### src/rtl/pwm_sira_yoneticisi.sv
// Duty-cycle sequencer: holds a CPU-loaded threshold table and replays it,
// one entry per step, into the selected pwm_denetleyici threshold register.
module pwm_sira_yoneticisi #(
  parameter int unsigned DERINLIK      = 8,
  parameter logic [5:0]  PWM_ESIK0_ADR = 6'h10,
  parameter logic [5:0]  PWM_ESIK1_ADR = 6'h18
) (
  input  logic        clk_i,
  input  logic        rst_ni,
  input  logic [5:0]  wb_adr_i,
  input  logic [31:0] wb_dat_i,
  input  logic        wb_we_i,
  input  logic        wb_cyc_i,
  input  logic        wb_stb_i,
  input  logic [3:0]  wb_sel_i,
  output logic [31:0] wb_dat_o,
  output logic        wb_ack_o,
  output logic [5:0]  m_adr_o,
  output logic [31:0] m_dat_o,
  output logic        m_we_o,
  output logic        m_cyc_o,
  output logic        m_stb_o,
  output logic [3:0]  m_sel_o,
  input  logic        m_ack_i
);

  localparam int unsigned IW         = (DERINLIK > 1) ? $clog2(DERINLIK) : 1;
  localparam int unsigned DW         = 32;
  localparam int unsigned XW         = 3;
  localparam logic [3:0]  DERINLIK_W = 4'(DERINLIK);

  localparam logic [5:0] ADR_KONTROL = 6'h00;
  localparam logic [5:0] ADR_ADIM    = 6'h04;
  localparam logic [5:0] ADR_UZUNLUK = 6'h08;
  localparam logic [5:0] ADR_DURUM   = 6'h0C;

  typedef enum logic [1:0] {BOSTA, YAZ, BEKLE, DUR} durum_e;

  durum_e          durum_q;
  logic            basla_q, tekrar_q, kanal_q, mesgul_q, hata_q, yeniden_q;
  logic [XW-1:0]   indeks_q;
  logic [DW-1:0]   sayac_q, adim_sure_q;
  logic [3:0]      uzunluk_q;
  logic [DW-1:0]   tablo_q [DERINLIK];

  logic            erisim_c, yaz_c, kontrol_yaz_c, tablo_sec_c;
  logic [IW-1:0]   tablo_k_c;
  logic            baslat_c, basla_yeni_c, kanal_yeni_c, son_adim_c;
  logic [DW-1:0]   sayac_yuk_c, oku_c;
  logic [5:0]      hedef_adr_c;
  logic [XW-1:0]   sonraki_idx_c;

  assign m_we_o  = 1'b1;
  assign m_sel_o = 4'hF;

  // Slave access decode; the !ack gate makes every write land exactly once.
  assign erisim_c      = wb_cyc_i & wb_stb_i & ~wb_ack_o;
  assign yaz_c         = erisim_c & wb_we_i;
  assign kontrol_yaz_c = yaz_c & (wb_adr_i == ADR_KONTROL) & wb_sel_i[0];
  assign tablo_sec_c   = wb_adr_i[5] & (wb_adr_i[1:0] == 2'b00) &
                         (32'(wb_adr_i[4:2]) < DERINLIK);
  assign tablo_k_c     = wb_adr_i[IW+1:2];

  // Control bits written this cycle take effect immediately for the sequencer.
  assign baslat_c     = kontrol_yaz_c & wb_dat_i[0];
  assign basla_yeni_c = kontrol_yaz_c ? wb_dat_i[0] : basla_q;
  assign kanal_yeni_c = kontrol_yaz_c ? wb_dat_i[2] : kanal_q;
  assign hedef_adr_c  = kanal_yeni_c ? PWM_ESIK1_ADR : PWM_ESIK0_ADR;
  assign sayac_yuk_c  = (adim_sure_q == '0) ? DW'(1) : adim_sure_q;
  assign son_adim_c   = ({1'b0, indeks_q} == (uzunluk_q - 4'd1));

  function automatic logic [DW-1:0] bayt_maske(input logic [DW-1:0] eski,
                                               input logic [DW-1:0] yeni,
                                               input logic [3:0]    sel);
    logic [DW-1:0] s;
    s = eski;
    for (int b = 0; b < 4; b++) begin
      if (sel[b]) s[8*b +: 8] = yeni[8*b +: 8];
    end
    return s;
  endfunction

  // Index of the entry the next launched write will carry.
  always_comb begin
    sonraki_idx_c = '0;
    if (durum_q == BEKLE && !yeniden_q && !baslat_c && !son_adim_c)
      sonraki_idx_c = XW'(indeks_q + XW'(1));
  end

  always_comb begin
    oku_c = '0;
    case (wb_adr_i)
      ADR_KONTROL: oku_c = {29'd0, kanal_q, tekrar_q, basla_q};
      ADR_ADIM:    oku_c = adim_sure_q;
      ADR_UZUNLUK: oku_c = {28'd0, uzunluk_q};
      ADR_DURUM:   oku_c = {25'd0, indeks_q, 2'b00, hata_q, mesgul_q};
      default:     if (tablo_sec_c) oku_c = tablo_q[tablo_k_c];
    endcase
  end

  // Slave register file and handshake.
  always_ff @(posedge clk_i or negedge rst_ni) begin
    if (!rst_ni) begin
      wb_ack_o    <= 1'b0;
      wb_dat_o    <= '0;
      adim_sure_q <= '0;
      uzunluk_q   <= '0;
      tekrar_q    <= 1'b0;
      kanal_q     <= 1'b0;
      for (int k = 0; k < DERINLIK; k++) tablo_q[k] <= '0;
    end else begin
      wb_ack_o <= wb_cyc_i & wb_stb_i & ~wb_ack_o;
      if (erisim_c) wb_dat_o <= oku_c;
      if (yaz_c) begin
        case (wb_adr_i)
          ADR_KONTROL: if (wb_sel_i[0]) begin
            tekrar_q <= wb_dat_i[1];
            kanal_q  <= wb_dat_i[2];
          end
          ADR_ADIM:    adim_sure_q <= bayt_maske(adim_sure_q, wb_dat_i, wb_sel_i);
          ADR_UZUNLUK: if (wb_sel_i[0] && !mesgul_q) uzunluk_q <= wb_dat_i[3:0];
          default:     if (tablo_sec_c)
                         tablo_q[tablo_k_c] <= bayt_maske(tablo_q[tablo_k_c], wb_dat_i, wb_sel_i);
        endcase
      end
    end
  end

  // Sequencer FSM and master port.
  always_ff @(posedge clk_i or negedge rst_ni) begin
    if (!rst_ni) begin
      durum_q   <= BOSTA;
      basla_q   <= 1'b0;
      mesgul_q  <= 1'b0;
      hata_q    <= 1'b0;
      yeniden_q <= 1'b0;
      indeks_q  <= '0;
      sayac_q   <= '0;
      m_cyc_o   <= 1'b0;
      m_stb_o   <= 1'b0;
      m_adr_o   <= '0;
      m_dat_o   <= '0;
    end else begin
      if (kontrol_yaz_c) basla_q <= wb_dat_i[0];
      if (kontrol_yaz_c && mesgul_q) yeniden_q <= wb_dat_i[0];
      case (durum_q)
        BOSTA: begin
          yeniden_q <= 1'b0;
          if (baslat_c) begin
            if (uzunluk_q == 4'd0 || uzunluk_q > DERINLIK_W) begin
              hata_q  <= 1'b1;
              basla_q <= 1'b0;
            end else begin
              hata_q   <= 1'b0;
              mesgul_q <= 1'b1;
              indeks_q <= sonraki_idx_c;
              m_cyc_o  <= 1'b1;
              m_stb_o  <= 1'b1;
              m_adr_o  <= hedef_adr_c;
              m_dat_o  <= tablo_q[sonraki_idx_c[IW-1:0]];
              durum_q  <= YAZ;
            end
          end
        end
        YAZ: begin
          if (m_ack_i) begin
            m_cyc_o <= 1'b0;
            m_stb_o <= 1'b0;
            sayac_q <= sayac_yuk_c;
            durum_q <= basla_yeni_c ? BEKLE : DUR;
          end
        end
        BEKLE: begin
          if (!basla_yeni_c) begin
            durum_q <= DUR;
          end else if (yeniden_q || baslat_c || sayac_q <= DW'(1)) begin
            if (!yeniden_q && !baslat_c && son_adim_c && !tekrar_q) begin
              durum_q <= DUR;
            end else begin
              yeniden_q <= 1'b0;
              indeks_q  <= sonraki_idx_c;
              m_cyc_o   <= 1'b1;
              m_stb_o   <= 1'b1;
              m_adr_o   <= hedef_adr_c;
              m_dat_o   <= tablo_q[sonraki_idx_c[IW-1:0]];
              durum_q   <= YAZ;
            end
          end else begin
            sayac_q <= sayac_q - DW'(1);
          end
        end
        DUR: begin
          mesgul_q  <= 1'b0;
          basla_q   <= 1'b0;
          yeniden_q <= 1'b0;
          durum_q   <= BOSTA;
        end
        default: durum_q <= BOSTA;
      endcase
    end
  end

endmodule

### config.mk
export PLATFORM = sky130hd
export DESIGN_NAME = pwm_sira_yoneticisi
export DESIGN_NICKNAME = d
export VERILOG_FILES = /design/src/rtl/pwm_sira_yoneticisi.sv
export SDC_FILE = /design/constraint.sdc
export NUM_CORES = 1
export LEC_CHECK = 0
export ABC_CLOCK_PERIOD_IN_PS = 3270
export BUFFER_PORTS_ARGS = -buffer_cell sky130_fd_sc_hd__buf_4
export CORE_MARGIN = 4
export CORE_UTILIZATION = 60
export DETAILED_ROUTE_END_ITERATION = 10
export PLACE_DENSITY = 0.8
export RECOVER_POWER = 100
export SYNTH_ARGS = -nofsm -noshare
export SYNTH_HDL_FRONTEND = slang
export SYNTH_SLANG_ARGS = --single-unit
### constraint.sdc
create_clock -name clk_i -period 3.27 [get_ports clk_i]
set_clock_uncertainty 0.2 [all_clocks]
set_input_delay 0.1635 -clock clk_i [delete_from_list [all_inputs] [get_ports clk_i]]
set_output_delay 0.1635 -clock clk_i [all_outputs]
set_load 0.02 [all_outputs]
==> results of run 1 <==
==> registers in the layout, indices dropped and copies added, names as in the netlist, 2 cells and up <==
| register | cells |
|---|---|
| indeks_q | 3 |
| sayac_q | 32 |
| tablo_q | 256 |
| m_adr_o | 2 |
| m_dat_o | 32 |
| durum_q | 2 |
| wb_dat_o | 32 |
| adim_sure_q | 32 |
| uzunluk_q | 4 |
==> cell type report <==
type	count	area [sq um]
Fill cell	2412	11000
Clock buffer	59	1230
Tap cell	461	577
Inverter	22	82.6
Timing Repair Buffer	208	1520
Clock inverter	21	209
Multi-Input combinational cell	1139	10800
Sequential cell	403	10100
==> layer usage <==
metal | vias to the layer above | global-route usage
met4 | 4 | 0.123
met1 | 8290 | 0.436
li1 | 6674 | -
met5 | - | 0
met2 | 974 | 0.514
met3 | 195 | 0.0805
==> Yosys cell counts (4+ instances only) <==
cell type / n / area [sq um]
clkbuf_1: 91 / 342
and3_1: 8 / 50.1
buf_4: 12 / 90.1
mux2_2: 368 / 4140
o21ai_0: 78 / 390
nor3_1: 12 / 60.1
o311ai_0: 26 / 228
dfrtp_1: 403 / 10100
nand3_1: 16 / 80.1
and4_1: 5 / 43.8
buf_1: 16 / 60.1
nor4_1: 15 / 93.8
a221oi_1: 30 / 263
or2_2: 4 / 25.0
nor2_1: 116 / 435
mux4_2: 92 / 2070
a2bb2oi_1: 32 / 280
nand2_1: 55 / 206
a21oi_1: 51 / 255
nor3b_1: 29 / 218
a31oi_1: 4 / 25.0
a22oi_1: 8 / 60.1
inv_1: 21 / 78.8
ha_1: 11 / 138
nor4b_1: 6 / 52.6
nand4_1: 16 / 100
a22o_1: 4 / 35.0
nand2b_1: 6 / 37.5
mux2_4: 29 / 435
o22ai_1: 15 / 93.8
or4_1: 4 / 30.0
buf_2: 14 / 70.1
mux2i_1: 40 / 400
nor3_2: 4 / 40.0
==> repair_timing <==
item,CTS,global route
setup endpoints to repair,0,47
hold endpoints to repair,460,0
buffers inserted,0,0
hold buffers,39,0
resized for setup,0,1
==> critical path: cells and delay by family <==
kind | cells | cell delay, ns
buffers and inverters | 4 | 2.26
AND/OR/NAND/NOR | 2 | 0.59
multiplexers | 1 | 0.42
==> worst min path at each step <==
stage / start / end / depth (start not counted)
2_1_floorplan: rst_ni / adim_sure_q[0] / 0
3_3_place_gp: rst_ni / wb_dat_o[11] / 1
3_5_place_dp: rst_ni / wb_dat_o[10] / 1
4_1_cts: wb_adr_i[2] / wb_dat_o[6] / 5
5_1_grt: wb_sel_i[3] / tablo_q[125] / 3
6_report: wb_adr_i[2] / wb_dat_o[6] / 5
==> cells by family after synthesis <==
kind of cell | count (synthesis)
multiplexers | 529
flip-flops | 403
AND/OR/NAND/NOR | 308
AO/OA/AOI/OAI | 277
buffers and inverters | 160
adder cells (fa/ha/maj) | 11
XOR/XNOR | 5
other | 2
==> per-stage QoR <==
step / setup slack [ns] / instances / area, sq um / utilization / power, mW
final: 0.0295 / 2313 / 24500 / 0.690 / 15.5
after global routing: 0.00424 / 2313 / 24500 / 0.690 / 16.0
after CTS: 0.0596 / 2313 / 24900 / 0.701 / 15.5
after detailed placement: 0.0795 / 2194 / 23000 / 0.649 / 10.6
after global placement: 0.247 / 2194 / 23000 / 0.649 / 10.4
after floorplan: 0.337 / 1702 / 21600 / - / 8.93
==> power breakdown <==
part | leakage [nW] | internal (mW) | switching, mW
Sequential | 5.48 | 5.41 | 0.434
Combinational | 5.04 | 1.60 | 3.05
Clock | 0.704 | 2.88 | 2.09
Total | 11.2 | 9.89 | 5.58
==> results by group, run 1 <==
STA
  – Final setup fails: 0
  – Slew margin rel.: -0.552
  – Fin. max-slew vios: between 80 and 90
  – Fin Hold WS: between 0.02 and 0.025 ns
  – Final period utilization: 0.991
  – Final Critical Period: approximately 3.2 ns
  – F_max: roughly 310 MHz
  – Unrepaired setup endpoints after global routing: false
  – Worst Tran Pin Value: around 2.3 ns
  – Final hold violation count: 0
  – TNS Setup: 0 ns

Job
  – Max-cap viol count: 1

Critical path
  – R2R setup slack: 0.06 ns
  – CP required: approximately 3.5 ns
  – Worst R2R Path Depth: 10
  – Worst setup path startpoint: wb_adr_i[4]
  – Setup Crit Path Kind: in2reg
  – Startpoint Class: input pin
  – Critical Path AT: 3.47 ns
  – Slowest CP cell: clkbuf_2
  – R2r startpoint: uzunluk_q[0]
  – Max incr delay on CP: between 1 and 1.5 ns
  – Largest fanout on the critical path: 34
  – Crit path cell chain: dlygate4sd3_1, clkbuf_1, clkbuf_2, and4_1, nand2_1, clkbuf_4, mux2_2
  – Critical path endpoint category: register
  – Reg-to-Reg End: m_dat_o[26]
  – Setup crit end: tablo_q[76]

Die
  – Initial Utilization: 0.607
  – # IOs: ~130
  – Row count: slightly below 70
  – Die Y: a little under 200 um
  – Die area: a little under 0.04 sq mm
  – Core footprint: between 0.03 and 0.04 sq mm
  – Die Wd: between 150 and 200 um

Global routing
  – Pin count of the biggest net entering global routing: 107
  – Initial antenna violation count: 1
  – Total gr overflow: 0
  – First-pass GRT wire length: about 100000 um
  – Total GRT Usage: 0.323
  – Vias in the first global route: roughly 17000

Route
  – Max Used Layer: met5
  – WL/cell: 27.2 um
  – WL final: between 60000 and 70000 um
  – DRC viols: 0
  – WL met1: 24000 um
  – WL met3: about 6700 um
  – Antenna viol nets, final: 0
  – DR vias: between 15000 and 20000
  – 1st-iter DRT viols: ~1600
  – Drt first pass iters: 7
  – Routed vias/inst: approximately 7.0
  – Met2 wire length: between 20000 and 30000 um

Clock network
  – Clk Latency, worst-skew pair: around 0.56 ns
  – CTS Buffer Depth: 3
  – Clk sinks: between 400 and 500
  – Worst-path clk slew: 0.06 ns
  – Total CTS buffers: between 40 and 50
  – Clock root buffer: clkbuf_16
  – CTS tree: yes
  – H-tree levels: 2

Logic synthesis
  – Synth Flop Type: dfrtp_1
  – Largest family of logic cells by synthesized area: multiplexers
  – Ys async rst share: 1.00
  – Synth Area in XOR/XNOR: 0.00203
  – #FFs+latches synth: between 400 and 500
  – Synth cell types: 67
  – Synth Cell Area: between 0.02 and 0.025 sq mm
  – Post-synthesis mux area share: 0.327
  – Post-synth EDFFs: 0
  – Post-Synth Adder-Cell Area: 0.00639
  – Simple logic cell fraction of the synthesized area: 0.0741
  – Post-Synthesis Cells: around 1700
  – Yosys warning count: 0
  – Seq/Total Area, Yosys: 0.468
  – Post-synthesis compound-gate area fraction: 0.0877
  – Syn_area_per_cell: about 13 sq um

Worst hold path
  – Hold WC Path Type: in2reg

Final layout
  – Commonest non-fill, non-tap cell in the layout: dfrtp_1
  – Final layout net count: around 1900
  – Most frequent cells in the layout: 402 x dfrtp_1, 336 x mux2_2, 111 x nor2_1
  – Ant. Diodes: 0
  – Area growth syn-to-layout: 13.7%
  – Share of cells above drive strength 1: 0.348

Power and ir drop
  – Pwr dens: 632 mW/mm^2
  – Peak VDD IR: about 650 uV
  – Leakage power: ~11 nW

Placement
  – Buffers on Ports: 116
  – Routability cong.: between 0.9 and 1
  – Detailed Place HPWL: approximately 38000 um

Run status
  – Status: finished with violations
  – Failing checks: capacitance limit, slew limit
No activity file was read; power rests on OpenSTA's default activity.
==> run 2, diff against run 1 <==
CORE_ASPECT_RATIO = 1.5   (was default)
CORE_MARGIN = 2   (was 4)
==> results by group, run 2 (synthesis results as in run 1) <==
Power and ir drop
  – Flop pwr share: 0.393 (+0.015)
  – Sw Share: 0.360 (-0.000974)
  – Pwr dens: 613 mW/mm^2 (-3.0%)
  – Leakage power: 11.0 nW (-1.5%)
  – Combinational Power Share: 0.308 (+0.007)
  – Peak VDD IR: 483 uV (-26%)
  – P_int: 9.50 mW (-3.9%)
  – NetSw: 5.34 mW (-4.4%)
  – Clk pwr share: 0.299 (-0.023)

Critical path
  – Critical path endpoint category: register
  – Largest fanout on the critical path: 32 (-5.9%)
  – Most frequent CP cell: clkbuf_2
  – Buf/Inv on CP: 3 (-1)
  – Slowest CP cell: clkbuf_2
  – CP top delay family: buffers and inverters
  – R2r startpoint: wb_ack_o
  – Crit path cell chain: nand3b_1, inv_1, nand4b_1, clkbuf_2, nor2_4, clkbuf_2, mux2_2
  – Critical Path AT: 3.34 ns (-0.13 ns)
  – Startpoint Class: register
  – Setup Crit Path Kind: reg2reg
  – Worst R2R Path Depth: 7 (-3)
  – CP required: 3.48 ns (-0.02 ns)
  – Reg-to-Reg End: tablo_q[188]
  – Max incr delay on CP: 0.94 ns (-0.12 ns)
  – R2R setup slack: 0.15 ns (+0.09 ns)

Clock network
  – CTS Buffer Depth: 3 (unchanged)
  – Total CTS buffers: 38 (-12%)
  – Clock root buffer: clkbuf_16
  – Clk Latency, worst-skew pair: 0.55 ns (about the same)
  – CTS tree: yes
  – CTS resizes: 0 (unchanged)
  – Worst-path clk slew: 0.07 ns (about the same)
  – Clk sinks: 403 (unchanged)
  – H-tree levels: 2 (unchanged)

Final layout
  – Final layout net count: 1874 (-0.11%)
  – Area growth syn-to-layout: 12.4%
  – Largest Register: tablo_q
  – Most frequent cells in the layout: 402 x dfrtp_1, 355 x mux2_2, 112 x nor2_1
  – Flip-flop count of the largest register after layout: 256 (unchanged)
  – Share of cells above drive strength 1: 0.343 (-0.00515)
  – Commonest non-fill, non-tap cell in the layout: dfrtp_1

Route
  – DR vias: 15900 (-1.3%)
  – WL final: 61800 um (-1.8%)
  – DRC viols: 0 (unchanged)
  – Drt first pass iters: 7 (unchanged)
  – Antenna viol nets, final: 0 (unchanged)
  – WL/cell: 26.7 um (-2.0%)
  – 1st-iter DRT viols: 1455 (-12%)
  – Routed vias/inst: 6.87 (-1.5%)

STA
  – Final period utilization: 0.955 (-0.0363)
  – Slew margin rel.: -0.659 (-0.107)
  – Fin. max-slew vios: 90 (+9.8%)
  – Final Critical Period: 3.12 ns (-0.119 ns)
  – F_max: 320 MHz (+3.8%)
  – Unrepaired setup endpoints after global routing: false
  – Final setup fails: 0 (unchanged)
  – Worst Tran Pin Value: 2.49 ns (+0.160 ns)
  – TNS Setup: 0 ns (unchanged)
  – Setup ws final: 0.148 ns (+0.119 ns)
  – Final hold violation count: 0 (unchanged)

Placement
  – Routability cong.: 0.947 (+3.3%)
  – DP Worst Slack: 0.294 ns (+0.215 ns)
  – Buffers on Ports: 116 (unchanged)
  – Detailed Place HPWL: 38500 um (+1.3%)

Global routing
  – Pin count of the biggest net entering global routing: 95 (-11%)
  – First-pass GRT wire length: 95100 um (-2.8%)
  – Total GRT Usage: 0.335 (+0.0113)
  – Vias in the first global route: 16500 (-0.24%)
  – Initial antenna violation count: 2 (+1)
  – Total gr overflow: 0 (unchanged)

Worst hold path
  – Hold Crit Endpoint: wb_dat_o[5]
  – Hold WC Path Type: in2reg
  – Worst hold path depth: 6 (+1)
  – Worst hold start: wb_adr_i[0]

Run status
  – Status: finished with violations
  – Failing checks: capacitance limit, slew limit

Die
  – Die area: 0.0375 sq mm (-3.9%)
  – Initial Utilization: 0.605 (-0.00247)
  – Die Wd: 159 um (-20%)
  – Die Y: 236 um (+20%)
  – # IOs: 126 (unchanged)
  – Row count: 85 (+23%)
  – Core footprint: 0.0356 sq mm (+0.41%)

Job
  – Max-cap viol count: 1 (unchanged)
-- run 2: how the worst max path moves through the flow --
stage	start	endpoint	slack (ns)	cells past startpoint
2_1_floorplan	indeks_q[1]	m_dat_o[10]	0.34	6
3_3_place_gp	sayac_q[23]	m_dat_o[26]	0.33	7
3_5_place_dp	sayac_q[23]	m_dat_o[22]	0.29	7
4_1_cts	sayac_q[23]	m_dat_o[29]	0.27	7
5_1_grt	wb_adr_i[2]	tablo_q[8]	0.05	6
6_report	wb_ack_o	tablo_q[188]	0.15	7
-- run 2: per-layer routing --
metal	share of wire	global-route usage	up-vias
li1	-	-	6650
met4	0.051	0.172	2
met5	0.00018	0	-
met3	0.089	0.0818	222
met2	0.49	0.531	909
met1	0.37	0.426	8146
-- run 2: repair_timing --
| item | CTS | global route |
|---|---|---|
| buffers inserted | 0 | 0 |
| hold endpoints to repair | 425 | 0 |
| hold buffers | 37 | 0 |
-- run 2: final cells by class --
type | count | area (sq um)
antenna | 1 | 2.50
tap | 478 | 598
clock inverter | 11 | 116
inverter | 22 | 82.6
multi-input combinational | 1139 | 10700
clock buffer | 53 | 1110
sequential | 403 | 10100
timing repair buffer | 211 | 1520
fill | 2531 | 11400
-- run 2: tightest hold or removal path, cell delays in order --
cell and delay [ns]:
buf_4 0.11, nor4_4 0.07, nand2_1 0.13, nor2_1 0.07, a21oi_1 0.10, o21ai_0 0.08
-- run 2: metrics by stage --
stage / utilization / instance area [sq um] / std cells / power (mW) / hold WS [ns]
global placement: 0.649 / 23100 / 2216 / 10.5 / 0.0259
detailed placement: 0.649 / 23100 / 2216 / 10.6 / 0.0314
finish: 0.680 / 24200 / 2318 / 14.8 / 0.0310
CTS: 0.694 / 24700 / 2317 / 15.1 / 0.0108
floorplan: - / 21600 / 1702 / 8.93 / -0.332
global route: 0.680 / 24200 / 2317 / 15.4 / 0.0449
-- run 2: power by group through the flow --
stage,Clock (mW),Sequential [mW],Combinational (mW)
after floorplan,0,5.95,2.98
after global placement,0,5.89,4.61
after detailed placement,0,5.91,4.71
after CTS,4.49,5.82,4.77
after global routing,4.68,5.88,4.86
final,4.44,5.83,4.57
==> run 3, diff against run 2 <==
==> constraint.sdc (replaced) <==
create_clock -name clk_i -period 3.27 [get_ports clk_i]
set_clock_uncertainty 0.2 [all_clocks]
set_input_delay 0.8175 -clock clk_i [delete_from_list [all_inputs] [get_ports clk_i]]
set_output_delay 0.8175 -clock clk_i [all_outputs]
set_load 0.02 [all_outputs]
==> results by group, run 3 (synthesis results as in run 1) <==
Power and ir drop
  – Pwr dens: 617 mW/mm^2 (+0.63%)
  – NetSw: 5.34 mW (about the same)
  – Combinational Power Share: 0.312 (+0.004)
  – Clk pwr share: 0.297 (-0.002)
  – Sw Share: 0.359 (-0.00116)
  – Peak VDD IR: 401 uV (-17%)
  – P_int: 9.55 mW (+0.55%)
  – Leakage power: 11.1 nW (+0.47%)
  – Flop pwr share: 0.391 (-0.002)

Critical path
  – Crit path cell chain: clkbuf_1, clkbuf_2, clkbuf_2, mux2_1, mux2_1, mux2_2
  – Critical Path AT: 3.49 ns (+0.15 ns)
  – Critical path endpoint category: register
  – Setup Crit Path Kind: in2reg
  – Largest fanout on the critical path: 24 (-25%)
  – Slowest CP cell: clkbuf_2
  – CP required: 3.50 ns (+0.02 ns)
  – Startpoint Class: input pin
  – Max incr delay on CP: 0.83 ns (-0.11 ns)

Final layout
  – Most frequent cells in the layout: 402 x dfrtp_1, 316 x mux2_2, 111 x nor2_1
  – Final design utilization: 0.678 (-0.00179)
  – Cell area after layout: 0.0241 sq mm (-0.26%)
  – Area growth syn-to-layout: 12.1%
  – Final layout net count: 1868 (-0.32%)
  – Largest Register: tablo_q
  – Commonest non-fill, non-tap cell in the layout: dfrtp_1
  – Ant. Diodes: 0 (-1)
  – Flip-flop count of the largest register after layout: 256 (unchanged)
  – Share of cells above drive strength 1: 0.346 (+0.00330)

Route
  – DRC viols: 0 (unchanged)
  – WL/cell: 26.4 um (-1.1%)
  – Routed vias/inst: 6.91 (+0.49%)
  – Antenna viol nets, final: 0 (unchanged)
  – Drt first pass iters: 5 (-2)
  – 1st-iter DRT viols: 1476 (+1.4%)
  – DR vias: 16000 (+0.19%)
  – WL final: 61000 um (-1.4%)

Run status
  – Status: finished with violations
  – Failing checks: capacitance limit, slew limit

Global routing
  – First-pass GRT wire length: 94200 um (-0.94%)
  – Vias in the first global route: 16400 (-0.91%)
  – Pin count of the biggest net entering global routing: 89 (-6.3%)
  – Initial antenna violation count: 0 (-2)
  – Total gr overflow: 0 (unchanged)
  – Total GRT Usage: 0.330 (-0.00469)

Die
  – Die Y: 236 um (unchanged)
  – # IOs: 126 (unchanged)
  – Die Wd: 159 um (unchanged)
  – Die area: 0.0375 sq mm (unchanged)
  – Row count: 85 (unchanged)
  – Initial Utilization: 0.605 (unchanged)
  – Core footprint: 0.0356 sq mm (unchanged)

STA
  – Final hold violation count: 0 (unchanged)
  – Unrepaired setup endpoints after global routing: false
  – Final period utilization: 0.999 (+0.0441)
  – TNS Setup: 0 ns (unchanged)
  – F_max: 306 MHz (-4.4%)
  – Final Critical Period: 3.27 ns (+0.144 ns)
  – Worst Tran Pin Value: 1.87 ns (-0.619 ns)
  – Slew margin rel.: -0.246 (+0.413)
  – Fin Hold WS: 0.275 ns (+0.244 ns)
  – Final setup fails: 0 (unchanged)
  – Fin. max-slew vios: 67 (-26%)
  – Setup ws final: 0.00420 ns (-0.144 ns)

Clock network
  – Worst-path clk slew: 0.06 ns (about the same)
  – Clk Latency, worst-skew pair: 0.55 ns (about the same)
  – Clock root buffer: clkbuf_16
  – CTS resizes: 0 (unchanged)
  – Post-CTS setup buffers: 0 (unchanged)
  – H-tree levels: 2 (unchanged)
  – Clk sinks: 403 (unchanged)
  – CTS tree: yes
  – CTS Buffer Depth: 3 (unchanged)
  – CTS Hold Bufs: 0 (-100%)
  – Total CTS buffers: 38 (unchanged)

Placement
  – Detailed Place HPWL: 39400 um (+2.2%)
  – Routability cong.: 0.942 (-0.56%)
  – Buffers on Ports: 116 (unchanged)
  – Placed inst area: 0.0235 sq mm (+1.4%)
  – DP Worst Slack: -0.0636 ns (-0.358 ns)

Worst hold path
  – Hold WC Path Type: reg2reg

Job
  – Max-cap viol count: 1 (unchanged)
## run 3: worst max-delay path: cells and delay by family
family | cells | cell delay [ns]
buf+inv | 3 | 1.41
mux | 3 | 1.21
## run 3: final cells by class
cell class	count	area (sq um)
Fill cell	2509	11500
Clock buffer	56	1140
Clock inverter	8	72.6
Timing Repair Buffer	205	1390
Sequential cell	403	10100
Inverter	22	82.6
Tap cell	478	598
Multi-Input combinational cell	1139	10800
## run 3: metal layers
metal | part of all wire | up-vias | global-route usage
li1 | - | 6636 | -
met1 | 0.37 | 8178 | 0.433
met2 | 0.49 | 920 | 0.530
met3 | 0.093 | 225 | 0.0599
met4 | 0.050 | 0 | 0.160
met5 | 0 | - | 0
## run 3: path summary, 6_finish.rpt
path                             start           end  slack (ns)  cells after the start
min in group asynchronous       rst_ni    durum_q[0]        0.57                      1
hold / removal              m_adr_o[4]    m_adr_o[4]        0.28                      1
hold reg to reg             m_adr_o[4]    m_adr_o[4]        0.28                      1
max in group asynchronous       rst_ni   tablo_q[92]        0.46                      2
setup / recovery           wb_adr_i[4]   tablo_q[24]       0.004                      6
setup reg to reg              wb_ack_o  tablo_q[181]        0.04                      8
## run 3: power by group through the flow
| stage | clock [mW] | sequential (mW) | combinational, mW |
|---|---|---|---|
| final | 4.42 | 5.82 | 4.65 |
| after global routing | 4.62 | 5.87 | 4.93 |
| after CTS | 4.45 | 5.81 | 4.82 |
| after detailed placement | 0 | 5.89 | 4.81 |
| after global placement | 0 | 5.87 | 4.70 |
| after floorplan | 0 | 5.95 | 2.99 |
## run 3: per-stage QoR
stage / instances / power [mW]
6_report: 2311 / 14.9
5_1_grt: 2311 / 15.4
4_1_cts: 2311 / 15.1
3_5_place_dp: 2247 / 10.7
3_3_place_gp: 2247 / 10.6
2_1_floorplan: 1702 / 8.94
